### src/rtl/seg7_pkg.sv
// Shared seven-segment definitions: segment type, blank pattern, scan FSM
// states, the one-hot digit helper and the 0-9 segment lookup used by the
// upstream encoder.
package seg7_pkg;

  typedef logic [6:0] seg_t;

  localparam seg_t BLANK = '0;

  typedef enum logic {
    IDLE    = 1'b0,
    PENDING = 1'b1
  } scan_state_e;

  // Widest digit count the one-hot helper can express.
  localparam int MAX_DIGITS = 32;

  // Active-high patterns for decimal digits, bit0 = segment a.
  localparam seg_t DIGIT_SEGS [10] = '{
    7'h3F, 7'h06, 7'h5B, 7'h4F, 7'h66,
    7'h6D, 7'h7D, 7'h07, 7'h7F, 7'h6F
  };

  // One-hot enable for digit idx; zero when idx is outside 0..digits-1.
  function automatic logic [MAX_DIGITS-1:0] onehot(input int idx, input int digits);
    logic [MAX_DIGITS-1:0] v;
    v = '0;
    if (idx >= 0 && idx < digits && idx < MAX_DIGITS) begin
      v = {{(MAX_DIGITS-1){1'b0}}, 1'b1} << idx;
    end
    return v;
  endfunction

endpackage

### src/rtl/seg7_refresh_prescaler.sv
// Digit refresh timebase: divides clk down to the per-digit slot rate,
// walks the digit index and flags slot ticks, frame boundaries and the
// anti-ghosting blank window at the start of every slot.
module seg7_refresh_prescaler #(
  parameter int REFRESH_DIV  = 100000,
  parameter int DIGITS       = 2,
  parameter int BLANK_CYCLES = 2,
  parameter int IDX_W        = (DIGITS > 1) ? $clog2(DIGITS) : 1
) (
  input  logic             clk,
  input  logic             rstn,
  output logic [IDX_W-1:0] dig_idx,
  output logic             frame_bnd,
  output logic             blank
);

  localparam int DIV_W = $clog2(REFRESH_DIV);
  localparam logic [DIV_W-1:0] DIV_LAST  = DIV_W'(REFRESH_DIV - 1);
  localparam logic [IDX_W-1:0] IDX_LAST  = IDX_W'(DIGITS - 1);
  localparam logic [DIV_W:0]   BLANK_LIM = (DIV_W+1)'(BLANK_CYCLES);

  logic [DIV_W-1:0] div_cnt;
  logic             tick;

  assign tick      = (div_cnt == DIV_LAST);
  assign frame_bnd = tick && (dig_idx == IDX_LAST);
  assign blank     = ({1'b0, div_cnt} < BLANK_LIM);

  // Slot counter, wrapped by explicit compare at the last cycle of a slot.
  always_ff @(posedge clk or negedge rstn) begin
    if (!rstn) begin
      div_cnt <= '0;
    end else if (tick) begin
      div_cnt <= '0;
    end else begin
      div_cnt <= div_cnt + 1'b1;
    end
  end

  // Digit index steps once per slot and wraps after the last digit.
  always_ff @(posedge clk or negedge rstn) begin
    if (!rstn) begin
      dig_idx <= '0;
    end else if (tick) begin
      if (dig_idx == IDX_LAST) begin
        dig_idx <= '0;
      end else begin
        dig_idx <= dig_idx + 1'b1;
      end
    end
  end

endmodule

### src/rtl/seg7_scan_driver.sv
// Seven-segment scan output stage: accepts a frame of per-digit patterns,
// swaps it onto the display only at a scan-frame boundary, and multiplexes
// the shared segment bus across the digit enables with a blank gap per slot.
module seg7_scan_driver #(
  parameter int DIGITS       = 2,
  parameter int SEG_W        = 7,
  parameter int REFRESH_DIV  = 100000,
  parameter int BLANK_CYCLES = 2,
  parameter int ACTIVE_LOW   = 1
) (
  input  logic                         clk,
  input  logic                         rstn,
  input  logic                         s_valid,
  output logic                         s_ready,
  input  logic [DIGITS-1:0][SEG_W-1:0] s_data,
  output logic [SEG_W-1:0]             seg,
  output logic [DIGITS-1:0]            an,
  output logic                         frame_tick
);

  import seg7_pkg::*;

  localparam int IDX_W = (DIGITS > 1) ? $clog2(DIGITS) : 1;

  logic [IDX_W-1:0]             dig_idx;
  logic                         frame_bnd;
  logic                         blank;
  scan_state_e                  state, next_state;
  logic                         pend_load, disp_load;
  logic [DIGITS-1:0][SEG_W-1:0] pend_reg, disp_reg;
  logic [DIGITS-1:0]            an_n, an_q;
  logic [SEG_W-1:0]             seg_n, seg_q;
  logic                         frame_tick_q;

  seg7_refresh_prescaler #(
    .REFRESH_DIV  (REFRESH_DIV),
    .DIGITS       (DIGITS),
    .BLANK_CYCLES (BLANK_CYCLES),
    .IDX_W        (IDX_W)
  ) u_prescaler (
    .clk       (clk),
    .rstn      (rstn),
    .dig_idx   (dig_idx),
    .frame_bnd (frame_bnd),
    .blank     (blank)
  );

  // Handshake state register.
  always_ff @(posedge clk or negedge rstn) begin
    if (!rstn) begin
      state <= IDLE;
    end else begin
      state <= next_state;
    end
  end

  // Accept one frame while idle, then hold it until a frame boundary swaps it in.
  always_comb begin
    next_state = state;
    s_ready    = 1'b0;
    pend_load  = 1'b0;
    disp_load  = 1'b0;
    case (state)
      IDLE: begin
        s_ready = 1'b1;
        if (s_valid) begin
          pend_load  = 1'b1;
          next_state = PENDING;
        end
      end
      PENDING: begin
        if (frame_bnd) begin
          disp_load  = 1'b1;
          next_state = IDLE;
        end
      end
      default: next_state = IDLE;
    endcase
  end

  // Pending and displayed frame storage.
  always_ff @(posedge clk or negedge rstn) begin
    if (!rstn) begin
      pend_reg <= '0;
      disp_reg <= '0;
    end else begin
      if (pend_load) pend_reg <= s_data;
      if (disp_load) disp_reg <= pend_reg;
    end
  end

  // Next enable and segment values for the current slot, dark while blanking.
  always_comb begin
    an_n  = '0;
    seg_n = SEG_W'(BLANK);
    if (!blank) begin
      an_n  = DIGITS'(onehot(int'(dig_idx), DIGITS));
      seg_n = disp_reg[dig_idx];
    end
  end

  // Output register stage so the pins are glitch-free.
  always_ff @(posedge clk or negedge rstn) begin
    if (!rstn) begin
      an_q         <= '0;
      seg_q        <= '0;
      frame_tick_q <= 1'b0;
    end else begin
      an_q         <= an_n;
      seg_q        <= seg_n;
      frame_tick_q <= frame_bnd;
    end
  end

  assign an         = (ACTIVE_LOW != 0) ? ~an_q  : an_q;
  assign seg        = (ACTIVE_LOW != 0) ? ~seg_q : seg_q;
  assign frame_tick = frame_tick_q;

endmodule
### config.mk
export PLATFORM = sky130hd
export DESIGN_NAME = seg7_scan_driver
export DESIGN_NICKNAME = d
export VERILOG_FILES = /design/src/rtl/seg7_pkg.sv /design/src/rtl/seg7_refresh_prescaler.sv /design/src/rtl/seg7_scan_driver.sv
export SDC_FILE = /design/constraint.sdc
export NUM_CORES = 1
export LEC_CHECK = 0
export BUFFER_PORTS_ARGS = -buffer_cell sky130_fd_sc_hd__clkbuf_2
export CAP_MARGIN = 10
export CORE_ASPECT_RATIO = 0.8
export CORE_MARGIN = 2
export CORE_UTILIZATION = 57
export CTS_BUF_LIST = sky130_fd_sc_hd__clkbuf_4
export CTS_CLUSTER_SIZE = 16
export DETAILED_ROUTE_END_ITERATION = 10
export GPL_TIMING_DRIVEN = 0
export PLACE_DENSITY = 0.78
export SYNTH_ARGS = -nofsm -noshare
export SYNTH_HDL_FRONTEND = slang
export SYNTH_SLANG_ARGS = --single-unit
### constraint.sdc
create_clock -name clk -period 2.4 [get_ports clk]
set_input_delay 0.24 -clock clk [delete_from_list [all_inputs] [get_ports clk]]
set_output_delay 0.24 -clock clk [all_outputs]
set_load 0.005 [all_outputs]
==> results of run 1 <==
==> power by group through the flow <==
stage          Sequential [uW]  Combinational (uW)  Clock (uW)
2_1_floorplan             1010                24.1           0
3_3_place_gp              1020                55.5           0
3_5_place_dp              1020                61.3           0
4_1_cts                   1000                62.9         671
5_1_grt                   1010                68.6         716
6_report                  1000                60.5         655
==> cell type report <==
type | count | area [um2] | share of cell area [%]
plain buffers | 6 | 31.3 | 1.13
flip-flops and latches | 57 | 1430 | 51.7
inverters | 12 | 45.0 | 1.63
well taps | 57 | 71.3 | 2.59
clock inverters | 5 | 46.3 | 1.68
clock buffers | 11 | 82.6 | 2.99
repair buffers | 29 | 165 | 5.99
multi-input cells | 112 | 891 | 32.3
==> cell families after synthesis <==
kind of cell             share of synthesized area [%]
buffers and inverters                             3.19
adder cells (fa/ha/maj)                          0.523
flip-flops                                        59.6
AO/OA/AOI/OAI                                    0.575
AND/OR/NAND/NOR                                   14.5
XOR/XNOR                                          5.49
multiplexers                                      16.1
==> path summary, 6_finish.rpt <==
path / endpoint / slack [ns] / cells after the start
min: pend_reg[9] / 0.07 / 2
min in group asynchronous: pend_reg[11] / 0.36 / 2
max reg2reg: disp_reg[9] / 0.28 / 5
max in group asynchronous: u_prescaler.div_cnt[6] / 1.46 / 3
max: disp_reg[9] / 0.28 / 5
min reg2reg: disp_reg[2] / 0.51 / 1
==> per-stage QoR <==
stage          setup WS [ns]  instance area, um2  power [uW]  instances
2_1_floorplan          0.461                2390        1040        187
3_3_place_gp           0.325                2600        1070        271
3_5_place_dp           0.297                2620        1080        272
4_1_cts                0.281                2760        1730        289
5_1_grt                0.213                2760        1790        289
6_report               0.285                2760        1720        289
==> per-layer routing <==
metal	vias to the layer above	routed length [um]	global-route usage (%)
li1	724	-	-
met1	710	1910	24.7
met2	36	1790	30.3
met3	10	180	8.53
met4	0	80	9.61
met5	-	0	0
==> layout by cell type, fill, tap and decap left out, types with 4 or more instances in the layout <==
cell type                  synthesis  routed
sky130_fd_sc_hd__clkbuf_4          0      11
sky130_fd_sc_hd__xnor2_1          10      10
sky130_fd_sc_hd__mux2i_1           7       7
sky130_fd_sc_hd__nand2_1           4       4
sky130_fd_sc_hd__clkbuf_1          4       4
sky130_fd_sc_hd__nor2_1           20      20
sky130_fd_sc_hd__nor4_1            4       4
sky130_fd_sc_hd__clkbuf_2          0      27
sky130_fd_sc_hd__mux2_2           28      28
sky130_fd_sc_hd__dfrtp_1          57      57
sky130_fd_sc_hd__nand4_1           5       5
sky130_fd_sc_hd__xor2_1            5       5
sky130_fd_sc_hd__nand3_1           8       8
sky130_fd_sc_hd__inv_1            12      12
==> what timing repair did <==
action                    in CTS  in global routing
hold endpoints to repair      22                  0
resized for setup              0                  0
hold buffers                   1                  0
==> flow_summary.yaml, run 1 <==
logic_synthesis:
  yosysUniqueCellTypes: 26
  top_cell_types_by_occurrence_after_synthesis: "sky130_fd_sc_hd__dfrtp_1 (57), sky130_fd_sc_hd__mux2_2 (28), sky130_fd_sc_hd__nor2_1 (20)"
  postSynthAreaPerCell_um2: 12.8
  synthTopCellsByArea: "sky130_fd_sc_hd__dfrtp_1 (60%), sky130_fd_sc_hd__mux2_2 (13%), sky130_fd_sc_hd__xnor2_1 (3.7%)"
  seq_cells_post_synth: 57
  ys_dominant_reg_cell: "sky130_fd_sc_hd__dfrtp_1"
  synth_enable_flop_cells: 0
  post_synth_inst_count: 187
  synth_top_area_share_pct: 59.6
  asyncSetResetFlopFracSynth_pct: 100
  synth.cell_area_um2: 2390
  most_instantiated_library_cell_after_synthesis: "sky130_fd_sc_hd__dfrtp_1"
  yosysTopAreaCell: "sky130_fd_sc_hd__dfrtp_1"
  postSynthNetCount: 205
  synth-warning-count: 0
  synth_seq_area_share_pct: 59.6
pwr:
  power.sequential.fraction_pct: 58.3
  power.share.switching_pct: 21.3
  p_comb_share_pct: 3.5
  power_frac_clock_pct: 38.2
  leak_pwr_uw: 0.00133
  cell_int_power_uw: 1350
  power-per-cell-area_nw_per_um2: 622
  max-vdd-ir-drop_uv: 439
  p_switching_uw: 366
routing:
  routedWlPerCell_um: 13.7
  antenna_violating_nets_post_route: 0
  drtIter0Drc: 56
  num_vias: 1480
  route.detailed.drc: 0
  drt-pass1-iter-count: 4
  routed_via_density: 5.12
  finalWirelength_um: 3950
sta:
  fmax_mhz: 473
  totalNegativeSetupSlack_ns: 0
  timing.final.setup_violations: 0
  post-route-min-period_ns: 2.12
  hold_violations: 0
  tightestPinTransition_ns: 0.593
  finalClockSkew_ns: 0.00708
  worst_slew_margin_rel_pct: 60.5
  min_period_over_period_pct: 88.1
  final-max-slew-violation-count: 0
  final.hold.worst_slack_ns: 0.0657
  rsz0062_at_grt: "no"
global_routing:
  grt_pass1_vias: 1496
  global_route.usage.total_pct: 19.7
  gr-total-overflow: 0
  antenna_violations_before_repair: 0
  grt_start_max_net_pins: 36
  grt_first_pass_wirelength_um: 6820
floorplan:
  start_util_pct: 58.4
  die_width_um: 76.5
  io-pin-count: 28
  design.core.area_um2: 4100
  core.rowCount: 21
  die_height_um: 62.0
  fp.dieArea_um2: 4740
final_layout:
  num-nets-final: 245
  count_of_antenna_diodes_in_the_layout: 0
  number_of_flip_flops_under_the_largest_register_name: 17
  final.fill_count: 316
  syn_to_final_growth_pct: 15.3
  final_core_util_pct: 67.3
  drive_gt1_share_pct: 33.2
setup_path:
  crit_arrival_ns: 2.40
  crit_path_max_fanout: 10
  crit_start: "u_prescaler.div_cnt[13]"
  cpPeakStageDelay_ns: 0.56
  worstSetupStartpointType: "flop"
  crit_type: "reg -> reg"
  worstPathBufferInverterCount: 1
  timing.critical_path.to_type: "flop"
  path_cells: "or4_4, nand4b_4, nor2_4, buf_6, mux2_2"
  critPathSlowestCell: "sky130_fd_sc_hd__or4_4"
  r2r_start: "u_prescaler.div_cnt[13]"
  path_delay_family: "simple AND/OR/NAND/NOR gates"
  cp_data_required_time_ns: 2.68
clock_network:
  tritoncts: "yes"
  clkSinkCount: 57
  root_buffer: "sky130_fd_sc_hd__clkbuf_4"
  cts_max_level: 3
  clock_transition_at_the_register_clock_pins_on_the_worst_setup_and_hold_paths_after_cts_ns: 0.09
  cts_made_buffers: 9
  worstSkewPairLatency_ns: 0.40
  clockBufferDepth: 2
  cts_post_setup_buffers_inserted: 0
placement:
  gp_routability_congestion: 0.902
  port_buffers: 27
  post-dp-hpwl_um: 2770
run:
  number_of_max_cap_violations: 0
min_path:
  hp-start: "s_data[9]"
  worst_hold_path_type: "in -> reg"
status:
  run_status: "finished, final reports clean"
Power figures use the tool's default switching activity.
==> run 2, diff against run 1 <==
--- a/config.mk
+++ b/config.mk
@@ -8,9 +8,7 @@
 export BUFFER_PORTS_ARGS = -buffer_cell sky130_fd_sc_hd__clkbuf_2
 export CAP_MARGIN = 10
 export CORE_ASPECT_RATIO = 0.8
-export CORE_MARGIN = 2
 export CORE_UTILIZATION = 57
-export CTS_BUF_LIST = sky130_fd_sc_hd__clkbuf_4
 export CTS_CLUSTER_SIZE = 16
 export DETAILED_ROUTE_END_ITERATION = 10
 export GPL_TIMING_DRIVEN = 0
==> flow_summary.yaml, run 2 (synthesis results as in run 1) <==
setup_path:
  cpPeakStageDelay_ns: 0.56
  timing.reg2reg.worst_path_depth: 5
  crit_arrival_ns: 2.36
  path_cells: "or4_4, nand4b_4, nor2_4, buf_6, mux2_2"
  worstSetupStartpointType: "flop"
  r2r_start: "u_prescaler.div_cnt[13]"
  worstPathBufferInverterCount: 1
  reg2reg_slack_ns: 0.25
  path_delay_family: "simple AND/OR/NAND/NOR gates"
  cp_data_required_time_ns: 2.61
  rr_endpoint: "disp_reg[0]"
  timing.critical_path.to_type: "flop"
  critPathSlowestCell: "sky130_fd_sc_hd__or4_4"
  crit_path_max_fanout: 10
  crit_type: "reg -> reg"
final_layout:
  number_of_flip_flops_under_the_largest_register_name: 17
  layout.cells.most_common_list: "sky130_fd_sc_hd__dfrtp_1 (57), sky130_fd_sc_hd__mux2_2 (28), sky130_fd_sc_hd__clkbuf_2 (27), sky130_fd_sc_hd__nor2_1 (20)"
  drive_gt1_share_pct: 33.8
  final_core_util_pct: 73.2
  final_common_cell: "sky130_fd_sc_hd__dfrtp_1"
  num-nets-final: 245
  syn_to_final_growth_pct: 19.3
  count_of_antenna_diodes_in_the_layout: 0
pwr:
  power_frac_clock_pct: 48.9
  power.sequential.fraction_pct: 48.1
  leak_pwr_uw: 0.00137
  p_comb_share_pct: 3.0
  cell_int_power_uw: 1690
  power-per-cell-area_nw_per_um2: 730
  max-vdd-ir-drop_uv: 522
  p_switching_uw: 398
  power.share.switching_pct: 19.1
placement:
  gp_routability_congestion: 0.822
  post-dp-hpwl_um: 2920
  port_buffers: 27
global_routing:
  globalRouteMet3Util_pct: 8.09
  met1_usage_pct: 30.4
  grt_start_max_net_pins: 31
  antenna_violations_before_repair: 0
  grt_pass1_vias: 1575
  global_route.usage.total_pct: 23.9
  gr-usage-met2_pct: 36.9
  busiest_layer: "met2"
  gr-total-overflow: 0
  grt_first_pass_wirelength_um: 7490
sta:
  min_period_over_period_pct: 89.4
  worst_slew_margin_rel_pct: 50.2
  tightestPinTransition_ns: 0.746
  final-max-slew-violation-count: 0
  finalClockSkew_ns: 0.00949
  rsz0062_at_grt: "no"
  post-route-min-period_ns: 2.15
  totalNegativeSetupSlack_ns: 0
  hold_violations: 0
  fmax_mhz: 466
  timing.final.setup_violations: 0
floorplan:
  io-pin-count: 28
  fp.dieArea_um2: 4460
  design.core.area_um2: 3900
  core.rowCount: 20
  die_height_um: 60.0
  start_util_pct: 61.3
  die_width_um: 74.5
clock_network:
  cts_post_setup_buffers_inserted: 0
  clock_transition_at_the_register_clock_pins_on_the_worst_setup_and_hold_paths_after_cts_ns: 0.07
  cts_made_buffers: 9
  clockBufferDepth: 2
  worstSkewPairLatency_ns: 0.33
  root_buffer: "sky130_fd_sc_hd__clkbuf_8"
  cts_max_level: 3
  ctsResizeCount: 0
  tritoncts: "yes"
  clkSinkCount: 57
  hold_bufs_inserted_after_cts: 1
status:
  run_status: "finished, final reports clean"
routing:
  drt-pass1-iter-count: 5
  routedWlPerCell_um: 15.1
  drtIter0Drc: 65
  antenna_violating_nets_post_route: 0
  num_vias: 1514
  finalWirelength_um: 4310
  route.detailed.drc: 0
  routed_via_density: 5.29
min_path:
  hp-start: "s_data[2]"
  whs_path_depth: 2
  worst_hold_path.endpoint: "pend_reg[2]"
  worst_hold_path_type: "in -> reg"
run:
  number_of_max_cap_violations: 0
run 2: metal layers:
| metal | share of wire, % | wire length [um] |
|---|---|---|
| met5 | 0 | 0 |
| met4 | 0.81 | 35 |
| met3 | 5.3 | 229 |
| met2 | 50 | 2160 |
| met1 | 44 | 1880 |
run 2: cell type report:
class                      count  area (um2)
sequential                    57        1430
fill                         278        1050
multi-input combinational    112         891
clock buffer                  13         169
timing repair buffer          29         165
tap                           55        68.8
clock inverter                 2        60.1
inverter                      12        45.0
buffer                         6        31.3
run 2: metrics by stage:
step                      power [uW]  hold WS [ns]  instance area, um2  worst slack, ns  instances
final                           2080         0.140                2860            0.254        286
after CTS                       2100         0.125                2860            0.257        286
after global routing            2160         0.137                2860            0.168        286
after floorplan                 1040       -0.0556                2390            0.461        187
after detailed placement        1080         0.332                2620            0.274        270
after global placement          1070         0.473                2600            0.325        269
run 2: worst reg2reg max path: stages, from the launching register on:
cell and delay (ns):
sky130_fd_sc_hd__dfrtp_1 0.43, sky130_fd_sc_hd__or4_4 0.56, sky130_fd_sc_hd__nand4b_4 0.23, sky130_fd_sc_hd__nor2_4 0.26
sky130_fd_sc_hd__buf_6 0.19, sky130_fd_sc_hd__mux2_2 0.35
run 2: worst max path at each step:
stage	startpoint	end	slack [ns]	cells after the start
floorplan	u_prescaler.div_cnt[13]	disp_reg[0]	0.46	5
global placement	u_prescaler.div_cnt[13]	disp_reg[11]	0.33	5
detailed placement	u_prescaler.div_cnt[13]	disp_reg[0]	0.27	5
CTS	u_prescaler.div_cnt[13]	disp_reg[0]	0.26	5
global route	u_prescaler.div_cnt[0]	disp_reg[0]	0.17	6
finish	u_prescaler.div_cnt[13]	disp_reg[0]	0.25	5
run 2: power by group through the flow:
| stage | clock (uW) | sequential, uW | combinational [uW] |
|---|---|---|---|
| 2_1_floorplan | 0 | 1010 | 24.1 |
| 3_3_place_gp | 0 | 1020 | 54.0 |
| 3_5_place_dp | 0 | 1020 | 62.6 |
| 4_1_cts | 1040 | 1000 | 64.2 |
| 5_1_grt | 1090 | 1010 | 71.8 |
| 6_report | 1020 | 1000 | 62.0 |
